File: src/rtl/rpn_lan_rx_window.sv
// rpn_lan_rx_window: reliable-LAN receive stage with a per-sender sequence table.
// Accepts single-beat messages from the Network Bridge, checks the sequence number
// against the sender's table entry, forwards in-order DATA payloads to Control and
// answers with ACK / NACK / SEQ_REPLY on the KnownIP stream.
// Ports:
//   i_clk, i_ap_rst_n       clock, asynchronous active-low reset
//   i_node_id               own id, inserted into replies
//   i_KIP_port_number       src/dest port placed in the reply tuser
//   i_table_clear           one-cycle pulse, sets every table entry to all-ones
//   from_nb_*               RX AXI-Stream (single-beat messages)
//   to_ctrl_*               payload delivery AXI-Stream
//   to_nb_KIP_*             reply AXI-Stream
//   o_cnt_dup/gap/bad       saturating statistics counters
module rpn_lan_rx_window #(
   parameter int unsigned NUM_NODES        = 16,
   parameter int unsigned NODE_ID_WIDTH    = 4,
   parameter int unsigned SEQ_WIDTH        = 16,
   parameter int unsigned AXIS_DATA_WIDTH  = 512,
   parameter int unsigned AXIS_TID_WIDTH   = 8,
   parameter int unsigned AXIS_TUSER_WIDTH = 32,
   parameter int unsigned MSG_TYPE_WIDTH   = 8,
   parameter int unsigned NODE_ID_OFFSET   = 8,
   parameter int unsigned SEQ_OFFSET       = 16,
   parameter int unsigned DATA_OFFSET      = 64,
   parameter int unsigned DATA_WIDTH       = 256,
   parameter int unsigned TYPE_DATA        = 1,
   parameter int unsigned TYPE_ACK         = 2,
   parameter int unsigned TYPE_SEQ_CHECK   = 3,
   parameter int unsigned TYPE_SEQ_REPLY   = 4,
   parameter int unsigned TYPE_NACK        = 5,
   parameter int unsigned CNT_WIDTH        = 16
) (
   input  logic                          i_clk,
   input  logic                          i_ap_rst_n,
   input  logic [NODE_ID_WIDTH-1:0]      i_node_id,
   input  logic [15:0]                   i_KIP_port_number,
   input  logic                          i_table_clear,
   input  logic                          from_nb_tvalid,
   output logic                          from_nb_tready,
   input  logic                          from_nb_tlast,
   input  logic [AXIS_DATA_WIDTH-1:0]    from_nb_tdata,
   input  logic [AXIS_DATA_WIDTH/8-1:0]  from_nb_tkeep,
   input  logic [AXIS_TID_WIDTH-1:0]     from_nb_tid,
   input  logic [AXIS_TID_WIDTH-1:0]     from_nb_tdest,
   input  logic [AXIS_TUSER_WIDTH-1:0]   from_nb_tuser,
   output logic                          to_ctrl_tvalid,
   input  logic                          to_ctrl_tready,
   output logic                          to_ctrl_tlast,
   output logic [AXIS_DATA_WIDTH-1:0]    to_ctrl_tdata,
   output logic [AXIS_DATA_WIDTH/8-1:0]  to_ctrl_tkeep,
   output logic [AXIS_TID_WIDTH-1:0]     to_ctrl_tid,
   output logic [AXIS_TID_WIDTH-1:0]     to_ctrl_tdest,
   output logic [AXIS_TUSER_WIDTH-1:0]   to_ctrl_tuser,
   output logic                          to_nb_KIP_tvalid,
   input  logic                          to_nb_KIP_tready,
   output logic                          to_nb_KIP_tlast,
   output logic [AXIS_DATA_WIDTH-1:0]    to_nb_KIP_tdata,
   output logic [AXIS_DATA_WIDTH/8-1:0]  to_nb_KIP_tkeep,
   output logic [63:0]                   to_nb_KIP_tuser,
   output logic [CNT_WIDTH-1:0]          o_cnt_dup,
   output logic [CNT_WIDTH-1:0]          o_cnt_gap,
   output logic [CNT_WIDTH-1:0]          o_cnt_bad
);

   localparam logic [1:0] S_IDLE    = 2'd0;
   localparam logic [1:0] S_EVAL    = 2'd1;
   localparam logic [1:0] S_DELIVER = 2'd2;
   localparam logic [1:0] S_REPLY   = 2'd3;
   localparam int unsigned IDX_W = (NUM_NODES > 1) ? $clog2(NUM_NODES) : 1;

   logic [1:0]                   state_q, state_d;
   logic [MSG_TYPE_WIDTH-1:0]    type_q;
   logic [NODE_ID_WIDTH-1:0]     id_q;
   logic [SEQ_WIDTH-1:0]         seq_q;
   logic [DATA_WIDTH-1:0]        payload_q;
   logic [AXIS_DATA_WIDTH/8-1:0] tkeep_q;
   logic [AXIS_TID_WIDTH-1:0]    tid_q, tdest_q;
   logic [AXIS_TUSER_WIDTH-1:0]  tuser_q;
   logic                         ctrl_v_q, ctrl_v_d, kip_v_q, kip_v_d;
   logic [MSG_TYPE_WIDTH-1:0]    rtype_q, rtype_d;
   logic [SEQ_WIDTH-1:0]         rseq_q, rseq_d;
   logic [CNT_WIDTH-1:0]         cnt_dup_q, cnt_gap_q, cnt_bad_q;
   logic                         inc_dup, inc_gap, inc_bad, tbl_we;
   logic [SEQ_WIDTH-1:0]         table_q [NUM_NODES];
   logic [IDX_W-1:0]             idx;
   logic                         id_ok;
   logic [SEQ_WIDTH-1:0]         last_seq, exp_seq;
   logic                         rx_fire;
   logic                         unused_ok;

   assign rx_fire  = (state_q == S_IDLE) && from_nb_tvalid;
   assign idx      = id_q[IDX_W-1:0];
   // Widened so the range check stays meaningful whatever the id width.
   assign id_ok    = 32'(id_q) < NUM_NODES;
   assign last_seq = id_ok ? table_q[idx] : '1;
   assign exp_seq  = last_seq + SEQ_WIDTH'(1);

   always_comb begin
      state_d = state_q;
      ctrl_v_d = ctrl_v_q;
      kip_v_d = kip_v_q;
      rtype_d = rtype_q;
      rseq_d = rseq_q;
      inc_dup = 1'b0;
      inc_gap = 1'b0;
      inc_bad = 1'b0;
      tbl_we = 1'b0;
      case (state_q)
         S_IDLE: if (from_nb_tvalid) state_d = S_EVAL;
         S_EVAL: begin
            state_d = S_IDLE;
            if (!id_ok) begin
               inc_bad = 1'b1;
            end else if (type_q == MSG_TYPE_WIDTH'(TYPE_SEQ_CHECK)) begin
               rtype_d = MSG_TYPE_WIDTH'(TYPE_SEQ_REPLY);
               rseq_d = last_seq;
               kip_v_d = 1'b1;
               state_d = S_REPLY;
            end else if (type_q == MSG_TYPE_WIDTH'(TYPE_DATA)) begin
               kip_v_d = 1'b1;
               rtype_d = MSG_TYPE_WIDTH'(TYPE_ACK);
               rseq_d = seq_q;
               state_d = S_REPLY;
               if (seq_q == exp_seq) begin
                  tbl_we = 1'b1;
                  ctrl_v_d = 1'b1;
                  state_d = S_DELIVER;
               end else if (seq_q == last_seq) begin
                  inc_dup = 1'b1;
               end else begin
                  rtype_d = MSG_TYPE_WIDTH'(TYPE_NACK);
                  rseq_d = exp_seq;
                  inc_gap = 1'b1;
               end
            end else begin
               inc_bad = 1'b1;
            end
         end
         S_DELIVER: begin
            // Each side retires on its own handshake; leave once both are done.
            if (to_ctrl_tready) ctrl_v_d = 1'b0;
            if (to_nb_KIP_tready) kip_v_d = 1'b0;
            if (!ctrl_v_d && !kip_v_d) state_d = S_IDLE;
         end
         S_REPLY: begin
            if (to_nb_KIP_tready) begin
               kip_v_d = 1'b0;
               state_d = S_IDLE;
            end
         end
         default: state_d = S_IDLE;
      endcase
   end

   always_ff @(posedge i_clk or negedge i_ap_rst_n) begin
      if (!i_ap_rst_n) begin
         state_q <= S_IDLE;
         type_q <= '0;
         id_q <= '0;
         seq_q <= '0;
         payload_q <= '0;
         tkeep_q <= '0;
         tid_q <= '0;
         tdest_q <= '0;
         tuser_q <= '0;
         ctrl_v_q <= 1'b0;
         kip_v_q <= 1'b0;
         rtype_q <= '0;
         rseq_q <= '0;
         cnt_dup_q <= '0;
         cnt_gap_q <= '0;
         cnt_bad_q <= '0;
         for (int unsigned i = 0; i < NUM_NODES; i++) table_q[i] <= '1;
      end else begin
         state_q <= state_d;
         ctrl_v_q <= ctrl_v_d;
         kip_v_q <= kip_v_d;
         rtype_q <= rtype_d;
         rseq_q <= rseq_d;
         if (rx_fire) begin
            type_q <= from_nb_tdata[MSG_TYPE_WIDTH-1:0];
            id_q <= from_nb_tdata[NODE_ID_OFFSET +: NODE_ID_WIDTH];
            seq_q <= from_nb_tdata[SEQ_OFFSET +: SEQ_WIDTH];
            payload_q <= from_nb_tdata[DATA_OFFSET +: DATA_WIDTH];
            tkeep_q <= from_nb_tkeep;
            tid_q <= from_nb_tid;
            tdest_q <= from_nb_tdest;
            tuser_q <= from_nb_tuser;
         end
         // Clear has priority over the in-order table update.
         if (i_table_clear) begin
            for (int unsigned i = 0; i < NUM_NODES; i++) table_q[i] <= '1;
         end else if (tbl_we) begin
            table_q[idx] <= seq_q;
         end
         if (inc_dup && cnt_dup_q != '1) cnt_dup_q <= cnt_dup_q + CNT_WIDTH'(1);
         if (inc_gap && cnt_gap_q != '1) cnt_gap_q <= cnt_gap_q + CNT_WIDTH'(1);
         if (inc_bad && cnt_bad_q != '1) cnt_bad_q <= cnt_bad_q + CNT_WIDTH'(1);
      end
   end

   always_comb begin
      to_ctrl_tdata = '0;
      to_ctrl_tdata[DATA_WIDTH-1:0] = payload_q;
      to_nb_KIP_tdata = '0;
      to_nb_KIP_tdata[MSG_TYPE_WIDTH-1:0] = rtype_q;
      to_nb_KIP_tdata[NODE_ID_OFFSET +: NODE_ID_WIDTH] = i_node_id;
      to_nb_KIP_tdata[SEQ_OFFSET +: SEQ_WIDTH] = rseq_q;
   end

   assign from_nb_tready   = (state_q == S_IDLE);
   assign to_ctrl_tvalid   = ctrl_v_q;
   assign to_ctrl_tlast    = 1'b1;
   assign to_ctrl_tkeep    = tkeep_q;
   assign to_ctrl_tid      = tid_q;
   assign to_ctrl_tdest    = tdest_q;
   assign to_ctrl_tuser    = tuser_q;
   assign to_nb_KIP_tvalid = kip_v_q;
   assign to_nb_KIP_tlast  = 1'b1;
   assign to_nb_KIP_tkeep  = '1;
   assign to_nb_KIP_tuser  = {i_KIP_port_number, i_KIP_port_number, tuser_q[31:0]};
   assign o_cnt_dup        = cnt_dup_q;
   assign o_cnt_gap        = cnt_gap_q;
   assign o_cnt_bad        = cnt_bad_q;

   assign unused_ok = ^{from_nb_tlast, from_nb_tdata};

endmodule

File: config.mk
export PLATFORM = sky130hd
export DESIGN_NAME = rpn_lan_rx_window
export DESIGN_NICKNAME = d
export VERILOG_FILES = /design/src/rtl/rpn_lan_rx_window.sv
export SDC_FILE = /design/constraint.sdc
export NUM_CORES = 1
export LEC_CHECK = 0
export CAP_MARGIN = 20
export CORE_AREA = 2 2 775 777
export CTS_CLUSTER_SIZE = 12
export DETAILED_ROUTE_END_ITERATION = 7
export DIE_AREA = 0 0 777 779
export SLEW_MARGIN = 0
export SYNTH_ARGS = -nofsm -noshare
export SYNTH_HDL_FRONTEND = slang
export SYNTH_SLANG_ARGS = --single-unit
export TNS_END_PERCENT = 5
File: constraint.sdc
create_clock -name i_clk -period 5.3 [get_ports i_clk]
set_input_delay 1.06 -clock i_clk [delete_from_list [all_inputs] [get_ports i_clk]]
set_output_delay 1.06 -clock i_clk [all_outputs]
set_load 0.02 [all_outputs]
==> impl_metrics.env, run 1 <==
export IMPL_outcome="finished clean"
export IMPL_muxShareOfSynthArea_pct=18.7
export IMPL_io_pins=1968
export IMPL_ys_seq_area_share_pct=48.3
export IMPL_synthAdderAreaFrac_pct=0.131
export IMPL_netlist_instances=3160
export IMPL_post_cts_resized=0
export IMPL_ctsHoldBuffers=0
export IMPL_synthXorXnorAreaFrac_pct=1.47
export IMPL_clock_sinks=723
export IMPL_fin_skew_ns=0.110
export IMPL_gr_total_overflow=0
export IMPL_finalMaxSlewViolations=0
export IMPL_cts_reportedPaths_clkPinSlew_ns=0.06
export IMPL_grt_max_degree=128
export IMPL_core_mm2=0.597
export IMPL_die_area_mm2=0.605
export IMPL_syn_to_final_growth_pct=51.3
export IMPL_syn_avg_cell_area_um2=12.1
export IMPL_p_leak_uw=0.0213
export IMPL_post_place_cells=11869
export IMPL_synth_seq_cells=723
export IMPL_synth_cell_types=72
export IMPL_vias_per_cell=2.29
export IMPL_fmax_mhz=201
export IMPL_avgRoutedWirePerCell_um=24.0
export IMPL_hp_class="in -> async"
export IMPL_nets=4759
export IMPL_final_common_cell="clkdlybuf4s50_1"
export IMPL_layout_common_cells="clkdlybuf4s50_1 (869), conb_1 (811), dfrtp_1 (465), mux2_2 (402), dfstp_2 (256)"
export IMPL_cp_max_fo=11
export IMPL_grt_first_pass_wirelength_um=344000
export IMPL_grt_antenna_before_repair=229
export IMPL_layout_drive_gt1_share_pct=26.3
export IMPL_gp_congestion=0.878
export IMPL_maxSlewHeadroom_pct=17.3
export IMPL_synthSimpleGateAreaFrac_pct=5.86
export IMPL_p_total_uw=21700
export IMPL_grt_pass1_vias=25271
export IMPL_cp_arrival_ns=5.71
export IMPL_timing_rr_start="id_q[0]"
export IMPL_clock_root_buffer="clkbuf_16"
export IMPL_synth_compound_area_share_pct=6.09
export IMPL_die_x_um=777
export IMPL_routed_wl_um=291000
export IMPL_start_util_pct=6.39
export IMPL_tightest_slew_ns=1.24
export IMPL_clockBufferDepth=4
export IMPL_synthFlopType="dfrtp_1"
export IMPL_period_needed_ns=4.98
export IMPL_post_cts_setup_buffers=0
export IMPL_rsz0062_at_grt="false"
export IMPL_r2r_slack_ns=0.32
export IMPL_dr_total_vias=27692
export IMPL_min_period_over_period_pct=94.0
export IMPL_portBuffers=871
export IMPL_crit_type="reg -> reg"
export IMPL_critPathRequiredTime_ns=6.03
export IMPL_synth_edf_count=0
export IMPL_maxCapViolations=0
export IMPL_start_kind="register"
export IMPL_row_count=284
export IMPL_vdd_ir_drop_max_uv=401
export IMPL_yosys_warnings=0
export IMPL_fill_cells=68323
export IMPL_synth_async_reset_ratio_pct=100
export IMPL_reg2reg_depth=20
export IMPL_hpwl_um=258000
export IMPL_firstDrtPassIters=5
export IMPL_route_detailed_drc=0
export IMPL_hold_ws_ns=0.229
export IMPL_powerDensity_mw_per_mm2=377
export IMPL_htreeDepth=3
export IMPL_antenna_left=0
export IMPL_cts_tree="built"
export IMPL_clk_latency_ns=0.89
export IMPL_grt_usage_pct=9.16
export IMPL_worst_setup_path_end_kind="register"
export IMPL_setup_tns_ns=0
export IMPL_drt_initial_drc_count=1886
export IMPL_cts_made_buffers=95
export IMPL_hold_viol_final=0
export IMPL_final_cells=12112
export IMPL_synth_top_family_by_area="buffers and inverters"
export IMPL_r2r_end="table_q[238]"
export IMPL_die_h_um=779
export IMPL_setup_viol=0
export IMPL_syn_area_mm2=0.0381
-- area by class of cell --
| type | count | area [um2] | share of cell area, % |
|---|---|---|---|
| clock inverter | 32 | 320 | 0.555 |
| sequential | 723 | 18400 | 31.9 |
| antenna | 73 | 183 | 0.317 |
| inverter | 14 | 52.6 | 0.0911 |
| tap | 7865 | 9840 | 17.1 |
| clock buffer | 135 | 2770 | 4.81 |
| multi-input combinational | 2183 | 15400 | 26.7 |
| timing repair buffer | 1087 | 10700 | 18.6 |
-- per-stage QoR --
stage	util (%)	cell area (um2)	setup WS (ns)
final	9.67	57700	0.321
after global routing	9.65	57600	0.0271
after CTS	9.63	57500	0.280
after detailed placement	9.11	54400	0.367
after global placement	9.11	54300	0.377
after floorplan	-	41200	0.748
-- critical path: stages, from the launching register on --
cell,delay [ns]
dfrtp_2,0.62
mux4_2,0.57
a22oi_1,0.18
nand2_1,0.20
ha_1,0.28
nor2b_1,0.13
and4_1,0.22
o2111ai_1,0.42
buf_4,0.19
nor4_1,0.05
xnor2_1,0.16
buf_4,0.15
a211oi_1,0.21
nand4_1,0.16
buf_4,0.20
nor2_1,0.11
buf_4,0.18
buf_4,0.15
nand3_1,0.25
buf_4,0.26
mux2i_1,0.15
-- synthesized netlist by cell type (34+ instances only) --
| cell | n | share of area (%) |
|---|---|---|
| dfstp_2 | 256 | 18 |
| nand3_1 | 34 | 0.45 |
| mux2i_1 | 137 | 3.6 |
| mux2_2 | 402 | 12 |
| buf_4 | 891 | 18 |
| mux4_2 | 55 | 3.2 |
| xnor2_1 | 43 | 0.99 |
| dfrtp_1 | 467 | 31 |
| nor2_1 | 154 | 1.5 |
| a221o_1 | 152 | 4.0 |
| and2_1 | 47 | 0.77 |
| nand2_1 | 76 | 0.75 |
| clkbuf_1 | 121 | 1.2 |
-- logic make-up after synthesis --
kind of cell               after synthesis
buffers and inverters                 1063
DFF                                    723
muxes                                  595
and+or+nand+nor                        443
AOI/OAI and AO/OA                      266
xor gates and xnor gates                64
adders and majority gates                4
other                                    2
-- worst max path at each step --
| stage | from | to | slack, ns |
|---|---|---|---|
| after floorplan | id_q[3] | table_q[215] | 0.75 |
| after global placement | id_q[0] | table_q[162] | 0.38 |
| after detailed placement | id_q[0] | table_q[164] | 0.37 |
| after CTS | id_q[0] | table_q[162] | 0.28 |
| after global routing | id_q[0] | table_q[238] | 0.03 |
| final | id_q[0] | table_q[238] | 0.32 |
-- registers in the layout, indices dropped and copies added, names as in the netlist, 4 cells and up --
| name | count |
|---|---|
| to_ctrl_tkeep | 64 |
| to_ctrl_tid | 8 |
| type_q | 8 |
| rseq_q | 16 |
| payload_q | 256 |
| o_cnt_bad | 16 |
| id_q | 4 |
| seq_q | 16 |
| to_ctrl_tdest | 8 |
| table_q | 256 |
| o_cnt_dup | 16 |
| to_ctrl_tuser | 32 |
| o_cnt_gap | 16 |
-- where the power goes --
| group | internal (uW) | switching (uW) | total, uW |
|---|---|---|---|
| registers | 6280 | 577 | 6860 |
| logic | 2800 | 5390 | 8180 |
| clock network | 3800 | 2900 | 6690 |
-- metal layers --
| layer | up-vias | global-route usage (%) | wire length (um) |
|---|---|---|---|
| met5 | - | 0.337 | 1240 |
| met1 | 13721 | 7.89 | 86000 |
| li1 | 11418 | - | - |
| met4 | 198 | 2.49 | 9230 |
| met2 | 1881 | 13.7 | 124000 |
| met3 | 474 | 10.6 | 70900 |
No activity file was read; power rests on OpenSTA's default activity.
==> run 2, diff against run 1 <==
--- a/config.mk
+++ b/config.mk
@@ -5,11 +5,13 @@
 export SDC_FILE = /design/constraint.sdc
 export NUM_CORES = 1
 export LEC_CHECK = 0
-export CAP_MARGIN = 20
+export CAP_MARGIN = 0
 export CORE_AREA = 2 2 775 777
+export CTS_BUF_LIST = sky130_fd_sc_hd__clkbuf_2 sky130_fd_sc_hd__clkbuf_4 sky130_fd_sc_hd__clkbuf_8
 export CTS_CLUSTER_SIZE = 12
 export DETAILED_ROUTE_END_ITERATION = 7
 export DIE_AREA = 0 0 777 779
+export PLACE_DENSITY = 0.3
 export SLEW_MARGIN = 0
 export SYNTH_ARGS = -nofsm -noshare
 export SYNTH_HDL_FRONTEND = slang
==> impl_metrics.env, run 2 (synthesis results as in run 1) <==
export IMPL_outcome="finished clean"
export IMPL_dr_total_vias=27804
export IMPL_clk_latency_ns=1.02
export IMPL_crit_type="reg -> reg"
export IMPL_grt_max_degree=114
export IMPL_grt_antenna_before_repair=188
export IMPL_setup_viol=0
export IMPL_drt_initial_drc_count=1358
export IMPL_p_switching_uw=8790
export IMPL_cts_made_buffers=157
export IMPL_final_area_mm2=0.0583
export IMPL_vdd_ir_drop_max_uv=159
export IMPL_maxCapViolations=0
export IMPL_portBuffers=871
export IMPL_pwr_share_seq_pct=32.5
export IMPL_antenna_left=0
export IMPL_post_place_cells=11911
export IMPL_core_mm2=0.597
export IMPL_maxSlewHeadroom_pct=16.1
export IMPL_worst_setup_path_end_kind="register"
export IMPL_avgRoutedWirePerCell_um=22.7
export IMPL_die_h_um=779
export IMPL_fill_cells=68403
export IMPL_start_kind="register"
export IMPL_tightest_slew_ns=1.26
export IMPL_fmax_mhz=197
export IMPL_hpwl_um=236000
export IMPL_regArea_mm2=0.0184
export IMPL_clkPwrFrac_pct=31.9
export IMPL_htreeDepth=4
export IMPL_layout_common_cells="clkdlybuf4s50_1 (863), conb_1 (811), dfrtp_1 (465), mux2_2 (402), dfstp_2 (256)"
export IMPL_io_pins=1968
export IMPL_multi_input_area_mm2=0.0154
export IMPL_gp_congestion=0.870
export IMPL_layout_drive_gt1_share_pct=29.4
export IMPL_powerDensity_mw_per_mm2=374
export IMPL_setup_tns_ns=0
export IMPL_gr_total_overflow=0
export IMPL_clockBufferDepth=4
export IMPL_power_internal_uw=13000
export IMPL_grt_usage_pct=8.79
export IMPL_syn_to_final_growth_pct=52.7
export IMPL_placed_area_mm2=0.0547
export IMPL_vias_per_cell=2.27
export IMPL_clock_sinks=723
export IMPL_r2r_slack_ns=0.23
export IMPL_die_area_mm2=0.605
export IMPL_nets=4861
export IMPL_p_comb_share_pct=35.6
export IMPL_die_x_um=777
export IMPL_rsz0062_at_grt="false"
export IMPL_start_util_pct=6.39
export IMPL_routed_wl_um=277000
export IMPL_grt_pass1_vias=27832
export IMPL_hp_class="in -> async"
export IMPL_p_leak_uw=0.0218
export IMPL_final_cells=12241
export IMPL_period_needed_ns=5.07
export IMPL_finalMaxSlewViolations=0
export IMPL_hold_viol_final=0
export IMPL_fin_skew_ns=0.129
export IMPL_final_common_cell="clkdlybuf4s50_1"
export IMPL_cp_max_fo=13
export IMPL_cts_tree="built"
export IMPL_cts_reportedPaths_clkPinSlew_ns=0.06
export IMPL_clock_root_buffer="clkbuf_8"
export IMPL_grt_first_pass_wirelength_um=341000
export IMPL_p_sw_share_pct=40.3
export IMPL_min_period_over_period_pct=95.7
export IMPL_route_detailed_drc=0
export IMPL_row_count=284
export IMPL_critPathRequiredTime_ns=6.15
export IMPL_cp_arrival_ns=5.92
export IMPL_firstDrtPassIters=5
==> run 2: changes by cell type in the layout (fill, tap and decap cells not counted), moves of 3 or more <==
| cell | previous run | this run |
|---|---|---|
| clkbuf_8 | 16 | 188 |
| clkbuf_16 | 99 | 0 |
| clkbuf_4 | 0 | 51 |
| buf_4 | 186 | 224 |
| clkbuf_1 | 20 | 0 |
| diode_2 | 73 | 53 |
| clkinv_2 | 11 | 19 |
| clkdlybuf4s50_1 | 869 | 863 |
| buf_12 | 29 | 34 |
| inv_4 | 4 | 0 |
| buf_6 | 1 | 4 |
==> run 2: cell type report <==
cell class / instances / area share [%]
flip-flops and latches: 723 / 31.6
multi-input cells: 2183 / 26.4
repair buffers: 1127 / 19.0
well taps: 7865 / 16.9
clock buffers: 239 / 5.10
clock inverters: 37 / 0.649
diodes: 53 / 0.228
inverters: 14 / 0.0902
==> run 2: path summary, 6_finish.rpt <==
kind	start	endpoint	depth (start not counted)
setup / recovery	id_q[1]	table_q[27]	16
hold reg to reg	rtype_q[1]	rtype_q[1]	2
max in group asynchronous	i_ap_rst_n	payload_q[75]	2
setup reg to reg	id_q[1]	table_q[27]	16
min in group i_clk	rtype_q[1]	rtype_q[1]	2
hold / removal	i_ap_rst_n	payload_q[255]	1
==> run 2: metal layers <==
layer	vias to the layer above	GRT usage [%]	part of all wire [%]
met5	-	0	0.26
met1	13869	8.41	32
met2	1790	15.0	48
met4	106	3.19	4.1
li1	11598	-	-
met3	441	5.93	15
==> run 2: what timing repair did <==
action	CTS	global route
resized for setup	3	3
gates cloned	0	0
endpoints found under the hold margin	0	0
setup endpoints to repair	29	97
hold buffers	0	0
setup buffers	0	1
pin swaps	0	1
==> run 2: critical path, cell delays in order (launching register included) <==
cell     delay (ns)
dfrtp_4        0.58
buf_4          0.31
mux4_2         0.57
mux2i_1        0.42
buf_4          0.21
nor3_1         0.04
or4b_1         0.57
or4_1          0.43
o311a_1        0.16
buf_4          0.14
a22oi_1        0.19
nand4_1        0.16
nor2_1         0.15
buf_4          0.21
and3_1         0.29
buf_12         0.23
mux2i_1        0.22
==> run 2: power by group through the flow <==
stage | clock network (uW) | logic, uW | registers [uW]
5_1_grt | 7570 | 8290 | 7200
3_5_place_dp | 0 | 8050 | 7210
4_1_cts | 7400 | 8080 | 7140
3_3_place_gp | 0 | 8110 | 7200
6_report | 6960 | 7760 | 7080
2_1_floorplan | 0 | 2880 | 7650
==> run 2: per-stage QoR <==
step / util [%] / setup slack [ns] / hold slack (ns) / power (uW)
6_report: 9.76 / 0.229 / 0.124 / 21800
5_1_grt: 9.75 / 0.00526 / 0.0887 / 23100
4_1_cts: 9.74 / 0.0115 / 0.0210 / 22600
3_5_place_dp: 9.17 / 0.0487 / 0.476 / 15300
3_3_place_gp: 9.17 / 0.0106 / 0.479 / 15300
2_1_floorplan: - / 0.748 / 0.472 / 10500
